[config.mk]
export PLATFORM = sky130hd
export DESIGN_NAME = breath_seq_ctrl
export DESIGN_NICKNAME = d
export VERILOG_FILES = /design/src/rtl/breath_pkg.sv /design/src/rtl/pwm_timebase.sv /design/src/rtl/breath_seq_ctrl.sv
export SDC_FILE = /design/constraint.sdc
export NUM_CORES = 1
export LEC_CHECK = 0
export CORE_UTILIZATION = 55
export DETAILED_ROUTE_END_ITERATION = 8
export GPL_TIMING_DRIVEN = 0
export PLACE_DENSITY = 0.76
export SLEW_MARGIN = 20
export SYNTH_ARGS = -nofsm -noshare
export SYNTH_HDL_FRONTEND = slang
export SYNTH_SLANG_ARGS = --single-unit
[constraint.sdc]
create_clock -name sys_clk -period 4.55 [get_ports sys_clk]
set_clock_uncertainty 0.15 [all_clocks]
set_input_delay 0.91 -clock sys_clk [delete_from_list [all_inputs] [get_ports sys_clk]]
set_output_delay 0.91 -clock sys_clk [all_outputs]
set_load 0.02 [all_outputs]
[src/rtl/breath_pkg.sv]
// Shared encodings and defaults for the LED breathing controller.
// Mode and state enums used by the sequencer and its timebase.
package breath_pkg;

  typedef enum logic [1:0] {
    MODE_OFF    = 2'd0,
    MODE_ON     = 2'd1,
    MODE_BREATH = 2'd2,
    MODE_SINGLE = 2'd3
  } mode_e;

  typedef enum logic [2:0] {
    ST_OFF     = 3'd0,
    ST_ON      = 3'd1,
    ST_UP      = 3'd2,
    ST_HOLD_HI = 3'd3,
    ST_DOWN    = 3'd4,
    ST_HOLD_LO = 3'd5
  } state_e;

  localparam int TICK_DIV_DEF = 100;
  localparam int DUTY_MAX_DEF = 1000;
  localparam int DW_DEF       = 10;

  function automatic logic is_busy(input state_e s);
    return (s == ST_UP) || (s == ST_HOLD_HI) ||
           (s == ST_DOWN) || (s == ST_HOLD_LO);
  endfunction

endpackage

[src/rtl/pwm_timebase.sv]
// Tick prescaler and PWM frame counter.
// frame_end_o is registered and aligned to the last cycle of each frame.
module pwm_timebase
  import breath_pkg::*;
#(
  parameter int TICK_DIV = TICK_DIV_DEF,
  parameter int DUTY_MAX = DUTY_MAX_DEF,
  parameter int DW       = DW_DEF
) (
  input  logic          clk,
  input  logic          rst_n,
  output logic [DW-1:0] frame_cnt_o,
  output logic          frame_end_o
);

  localparam int TW = (TICK_DIV > 1) ? $clog2(TICK_DIV) : 1;
  localparam logic [TW-1:0] TICK_LAST  = TW'(TICK_DIV - 1);
  localparam logic [DW-1:0] FRAME_LAST = DW'(DUTY_MAX - 1);

  logic [TW-1:0] tick_cnt_q, tick_cnt_d;
  logic [DW-1:0] frame_cnt_q, frame_cnt_d;
  logic          frame_end_q, frame_end_d;
  logic          tick;

  always_comb begin
    tick        = (tick_cnt_q == TICK_LAST);
    tick_cnt_d  = tick ? '0 : tick_cnt_q + TW'(1);
    frame_cnt_d = frame_cnt_q;
    if (tick) begin
      frame_cnt_d = (frame_cnt_q == FRAME_LAST) ?
                    '0 : frame_cnt_q + DW'(1);
    end
    // look ahead so the flop is high while the counters sit at their last value
    frame_end_d = (tick_cnt_d == TICK_LAST) &&
                  (frame_cnt_d == FRAME_LAST);
  end

  always_ff @(posedge clk or negedge rst_n) begin
    if (!rst_n) begin
      tick_cnt_q  <= '0;
      frame_cnt_q <= '0;
      frame_end_q <= 1'b0;
    end else begin
      tick_cnt_q  <= tick_cnt_d;
      frame_cnt_q <= frame_cnt_d;
      frame_end_q <= frame_end_d;
    end
  end

  assign frame_cnt_o = frame_cnt_q;
  assign frame_end_o = frame_end_q;

endmodule

[src/rtl/breath_seq_ctrl.sv]
// LED breathing sequencer: command handshake, mode FSM, PWM compare.
// Define BREATH_GAMMA_EN for a squared (gamma) duty-to-compare map.
module breath_seq_ctrl
  import breath_pkg::*;
#(
  parameter int TICK_DIV = TICK_DIV_DEF,
  parameter int DUTY_MAX = DUTY_MAX_DEF,
  parameter int DW       = DW_DEF
) (
  input  logic          sys_clk,
  input  logic          sys_rst_n,
  input  logic          cmd_valid,
  output logic          cmd_ready,
  input  logic [1:0]    cmd_mode,
  input  logic [7:0]    cmd_hold,
  output logic          busy,
  output logic [2:0]    state_o,
  output logic [DW-1:0] duty,
  output logic          frame_end,
  output logic          led
);

  localparam logic [DW-1:0] DMAX = DW'(DUTY_MAX);

  logic [DW-1:0] frame_cnt;
  logic          fe;

  pwm_timebase #(
    .TICK_DIV (TICK_DIV),
    .DUTY_MAX (DUTY_MAX),
    .DW       (DW)
  ) u_timebase (
    .clk         (sys_clk),
    .rst_n       (sys_rst_n),
    .frame_cnt_o (frame_cnt),
    .frame_end_o (fe)
  );

  state_e        state_q, state_d;
  logic [DW-1:0] duty_q, duty_d;
  logic [7:0]    hcnt_q, hcnt_d;
  logic [7:0]    hold_q, hold_d;
  mode_e         mact_q, mact_d;
  logic          pvld_q, pvld_d;
  mode_e         pmode_q, pmode_d;
  logic [7:0]    phold_q, phold_d;
  logic          busy_q, busy_d;
  logic          led_q, led_d;
  logic [DW-1:0] cmp;

`ifdef BREATH_GAMMA_EN
  logic [2*DW-1:0] sq;
  assign sq  = duty_q * duty_q;
  assign cmp = sq[2*DW-1:DW];
`else
  assign cmp = duty_q;
`endif

  always_comb begin
    state_d = state_q;
    duty_d  = duty_q;
    hcnt_d  = hcnt_q;
    hold_d  = hold_q;
    mact_d  = mact_q;
    pvld_d  = pvld_q;
    pmode_d = pmode_q;
    phold_d = phold_q;

    if (cmd_valid && !pvld_q) begin
      pvld_d  = 1'b1;
      pmode_d = mode_e'(cmd_mode);
      phold_d = cmd_hold;
    end

    if (fe) begin
      if (pvld_q) begin
        pvld_d = 1'b0;
        hcnt_d = '0;
        hold_d = phold_q;
        mact_d = pmode_q;
        unique case (1'b1)
          pmode_q == MODE_OFF: begin
            state_d = ST_OFF;
            duty_d  = '0;
          end
          pmode_q == MODE_ON: begin
            state_d = ST_ON;
            duty_d  = DMAX;
          end
          pmode_q == MODE_BREATH,
          pmode_q == MODE_SINGLE: begin
            state_d = ST_UP;
          end
        endcase
      end else begin
        unique case (state_q)
          ST_UP: begin
            if (duty_q >= DMAX - DW'(1)) begin
              duty_d  = DMAX;
              state_d = ST_HOLD_HI;
            end else begin
              duty_d = duty_q + DW'(1);
            end
          end
          ST_HOLD_HI: begin
            if (hcnt_q == hold_q) begin
              hcnt_d  = '0;
              state_d = ST_DOWN;
            end else begin
              hcnt_d = hcnt_q + 8'd1;
            end
          end
          ST_DOWN: begin
            if (duty_q <= DW'(1)) begin
              duty_d  = '0;
              state_d = (mact_q == MODE_SINGLE) ?
                        ST_OFF : ST_HOLD_LO;
            end else begin
              duty_d = duty_q - DW'(1);
            end
          end
          ST_HOLD_LO: begin
            if (hcnt_q == hold_q) begin
              hcnt_d  = '0;
              state_d = ST_UP;
            end else begin
              hcnt_d = hcnt_q + 8'd1;
            end
          end
          default: ;
        endcase
      end
    end

    busy_d = is_busy(state_d);
    led_d  = (frame_cnt < cmp);
  end

  always_ff @(posedge sys_clk or negedge sys_rst_n) begin
    if (!sys_rst_n) begin
      state_q <= ST_OFF;
      duty_q  <= '0;
      hcnt_q  <= '0;
      hold_q  <= '0;
      mact_q  <= MODE_OFF;
      pvld_q  <= 1'b0;
      pmode_q <= MODE_OFF;
      phold_q <= '0;
      busy_q  <= 1'b0;
      led_q   <= 1'b0;
    end else begin
      state_q <= state_d;
      duty_q  <= duty_d;
      hcnt_q  <= hcnt_d;
      hold_q  <= hold_d;
      mact_q  <= mact_d;
      pvld_q  <= pvld_d;
      pmode_q <= pmode_d;
      phold_q <= phold_d;
      busy_q  <= busy_d;
      led_q   <= led_d;
    end
  end

  assign cmd_ready = !pvld_q;
  assign busy      = busy_q;
  assign state_o   = state_q;
  assign duty      = duty_q;
  assign frame_end = fe;
  assign led       = led_q;

endmodule

==> results.txt <==
----------------------------------------------------
[Power and ir drop]
  Leak pwr ... 1.885 nW
  Internal Power ... 0.8968 mW
  Portion of total power attributed to the clock network ... 0.486
  Power after layout ... 1.138 mW
  Combinational group share of total power ... 0.024
  Worst ir drop on vdd ... 0.2834 mV
  Switching power ... 0.2412 mW
  Net switching fraction of the power ... 0.2119
  Power Density ... 258.2 mW/mm²
  Portion of total power attributed to sequential cells ... 0.490

[Synthesis]
  Number of warnings reported in the yosys synthesis log ... 0
  Count of mapped cells out of synthesis ... 397
  Most instantiated library cell after synthesis ... sky130_fd_sc_hd__dfrtp_1
  #FFs+latches synth ... 62
  Xor and xnor fraction of the mapped netlist area ... 0.04653
  Dominant combinational cell family by area after synthesis ... simple AND/OR/NAND/NOR gates
  Adder-cell share of the synthesized area ... 0.05317
  Number of synthesized flops with an enable pin ... 0
  Compound-Gate Fraction of Synth Area ... 0.1705
  Post-Syn Nets ... 426
  Ys flop type ... sky130_fd_sc_hd__dfrtp_1
  Top-area cell type share of the netlist area ... 0.4121
  Multiplexer area fraction after synthesis ... 0.06813
  Largest cells by area after synthesis ... sky130_fd_sc_hd__dfrtp_1, sky130_fd_sc_hd__mux2_2, sky130_fd_sc_hd__ha_1
  Avg Inst Size Synth ... 9.483 µm²
  Post-Synth Simple-Gate Area ... 0.2067
  Asr flop ratio synth ... 1.000
  Cell taking the most area after synthesis ... sky130_fd_sc_hd__dfrtp_1
  Sequential area share after synthesis ... 0.4121
  Synth unique cells ... 69
  Most frequent cells after synthesis ... sky130_fd_sc_hd__dfrtp_1, sky130_fd_sc_hd__nand2_1, sky130_fd_sc_hd__o21ai_0, sky130_fd_sc_hd__nor2_1, sky130_fd_sc_hd__a21oi_1
  Total standard cell area after synthesis ... 0.003765 mm²

[Clock network]
  Clock-pin slew reported for the worst setup and hold paths after clock tree synthesis ... 80 ps
  Clock root buffer ... sky130_fd_sc_hd__clkbuf_8
  Number of hold buffers added after cts ... 0
  Post-cts resize count ... 0
  Number of clock sinks ... 62
  Buffer depth of the longest clock path ... 2
  CTS tree ... yes
  Clock insertion delay at the later pin of the skew report ... 340 ps
  H-tree depth ... 3
  Clock buffers created by TritonCTS ... 9
  # Post-CTS Setup Buffers ... 0

[Worst setup path]
  Critical register-to-register path startpoint ... duty[0]
  Peak fanout along the critical path ... 10
  Reg-to-Reg End ... duty[3]
  Arrival time reported for the critical path endpoint ... 2810 ps
  Worst endpoint required time ... 4620 ps
  Worst setup EP type ... flop
  Register-to-register setup slack ... 1810 ps
  Number of cells on the worst reg-to-reg path ... 6
  Setup CP Type ... flop to flop
  CP startpoint kind ... flop

[Drt]
  Number of vias per cell after detailed routing ... 6.169
  Routed wire length per instance ... 15.93 µm
  Routed wire length ... 8284 µm
  Number of routed nets with antenna violations ... 0
  Number of detailed-routing iterations run before antenna repair ... 7
  Number of DRC violations after detailed routing ... 2
  Via count ... 3208
  Initial DRC count ... 233

[STA]
  Actual slew at the worst max-slew pin ... 907.9 ps
  Final critical-path share of the clock period ... 0.6020
  Minimum clock period after layout ... 2739 ps
  # setup viols final ... 0
  RSZ-0062 raised after global routing ... false
  Hold violation total from the final report ... 0
  TNS Setup ... 0 ps
  Final critical-path setup slack ... 1811 ps
  Headroom to the max-slew limit ... 0.3901
  Highest attainable clock frequency ... 365.1 MHz
  Final-report max-slew violation count ... 0

[Floorplanning]
  Height of the die ... 84.74 µm
  Site row count ... 29
  Die Span X ... 84.74 µm
  Boundary Pins ... 30
  Initial Util ... 0.5797
  Area inside the core boundary ... 0.006495 mm²
  Die area ... 0.007180 mm²

[Placed design]
  Gp weighted congestion ... 0.9705
  Buffers on Ports ... 29
  Post-DP HPWL ... 5958 µm
  DP Worst Slack ... 1852 ps
  Placed Instances ... 504

[Global route]
  Global-route wire length before repair ... 14670 µm
  Via count of the first global-routing pass ... 3183
  Leftover overflow at the end of global routing ... 0
  Antenna violations before repair ... 0
  GRT Util Overall ... 0.2596
  Maximum number of pins on one net before global-route repair ... 47

[Finish]
  Synth-to-layout area growth ... 17.05%
  Number of cells in the finished layout apart from fillers ... 520
  Nets ... 467
  Area used by multi-input combinational logic ... 0.002052 mm²
  Share of cells above drive strength 1 ... 0.1332
  Area taken by flip-flops and latches ... 0.001551 mm²
  Number of antenna repair diodes ... 0
  Filler cell count ... 534

[Hold path]
  Hold crit path type ... primary input to async pin

[Outcome]
  Status ... finished, violations left
  Violations in the final reports ... design-rule violations

[Run]
  Number of max-capacitance violations reported ... 0

----------------------------------------------------
[kinds of logic after synthesis]
| logic type | count (synthesis) |
|---|---|
| simple gates | 145 |
| mux | 22 |
| flops | 62 |
| fa+ha+maj | 16 |
| xor+xnor | 20 |
| compound gates | 99 |
| buf+inv | 33 |
[power by group through the flow]
| stage | clock [mW] | sequential [mW] | combinational (mW) |
|---|---|---|---|
| 4_1_cts | 0.567 | 0.558 | 0.0288 |
| 6_report | 0.553 | 0.558 | 0.0275 |
| 3_3_place_gp | 0 | 0.569 | 0.0252 |
| 3_5_place_dp | 0 | 0.569 | 0.0288 |
| 5_1_grt | 0.592 | 0.558 | 0.0312 |
| 2_1_floorplan | 0 | 0.568 | 0.00413 |
[cell usage in the layout (no fill, tap or decap), types with 7 or more instances in the layout]
cell                               n
sky130_fd_sc_hd__a21oi_1          20
sky130_fd_sc_hd__clkbuf_1          7
sky130_fd_sc_hd__clkbuf_8         11
sky130_fd_sc_hd__clkdlybuf4s50_1  28
sky130_fd_sc_hd__dfrtp_1          62
sky130_fd_sc_hd__ha_1             16
sky130_fd_sc_hd__inv_1            17
sky130_fd_sc_hd__mux2_2           19
sky130_fd_sc_hd__nand2_1          43
sky130_fd_sc_hd__nand3_1          19
sky130_fd_sc_hd__nand4_1           7
sky130_fd_sc_hd__nor2_1           24
sky130_fd_sc_hd__nor3_1           10
sky130_fd_sc_hd__o21ai_0          30
sky130_fd_sc_hd__xnor2_1          19
[flip-flops by register name (all words and copies together), names as in the netlist]
signal and count:
duty 10, u_timebase.frame_cnt_o 10, hcnt_q 8, hold_q 8, phold_q 8, u_timebase.tick_cnt_q 7
state_o 3, mact_q 2, pmode_q 2, busy 1, led 1, pvld_q 1
u_timebase.frame_end_o 1
[routing by layer]
metal | up-vias | routed length (µm) | track usage
met5 | - | 0 | 0
met4 | 0 | 267 | 0.1418
met3 | 34 | 415 | 0.05408
met2 | 128 | 4043 | 0.4198
met1 | 1503 | 3558 | 0.3272
li1 | 1543 | - | -
[worst max-delay path by stage]
stage / endpoint / start / slack, ps / depth (start not counted)
final: duty[3] / duty[0] / 1810 / 6
after global routing: duty[3] / duty[0] / 1710 / 6
after CTS: duty[9] / duty[9] / 1880 / 1
after detailed placement: phold_q[5] / cmd_valid / 1850 / 4
after global placement: u_timebase.tick_cnt_q[2] / sys_rst_n / 410 / 1
after floorplan: duty[9] / duty[3] / 2120 / 7
[worst max-delay path, stage by stage (launching register included)]
cell and delay [ps]:
sky130_fd_sc_hd__dfrtp_1 530, sky130_fd_sc_hd__ha_1 360, sky130_fd_sc_hd__a211oi_1 140, sky130_fd_sc_hd__nor3_1 470, sky130_fd_sc_hd__nor2_1 230, sky130_fd_sc_hd__mux4_2 480, sky130_fd_sc_hd__o221ai_1 270
[cell type report]
class	count	area share
buffer	16	0.02215
tap	77	0.02186
timing repair buffer	30	0.07155
multi-input combinational	302	0.4656
sequential	62	0.3521
clock inverter	6	0.02101
clock buffer	10	0.03123
inverter	17	0.01448
[metrics by stage]
step	utilization	cell area (µm²)	hold slack, ps
floorplan	-	3765	296.6
global placement	0.6392	4151	312.0
CTS	0.6785	4407	282.7
detailed placement	0.6430	4177	313.8
global route	0.6785	4407	279.6
finish	0.6785	4407	288.9
Power figures use the tool's default switching activity.
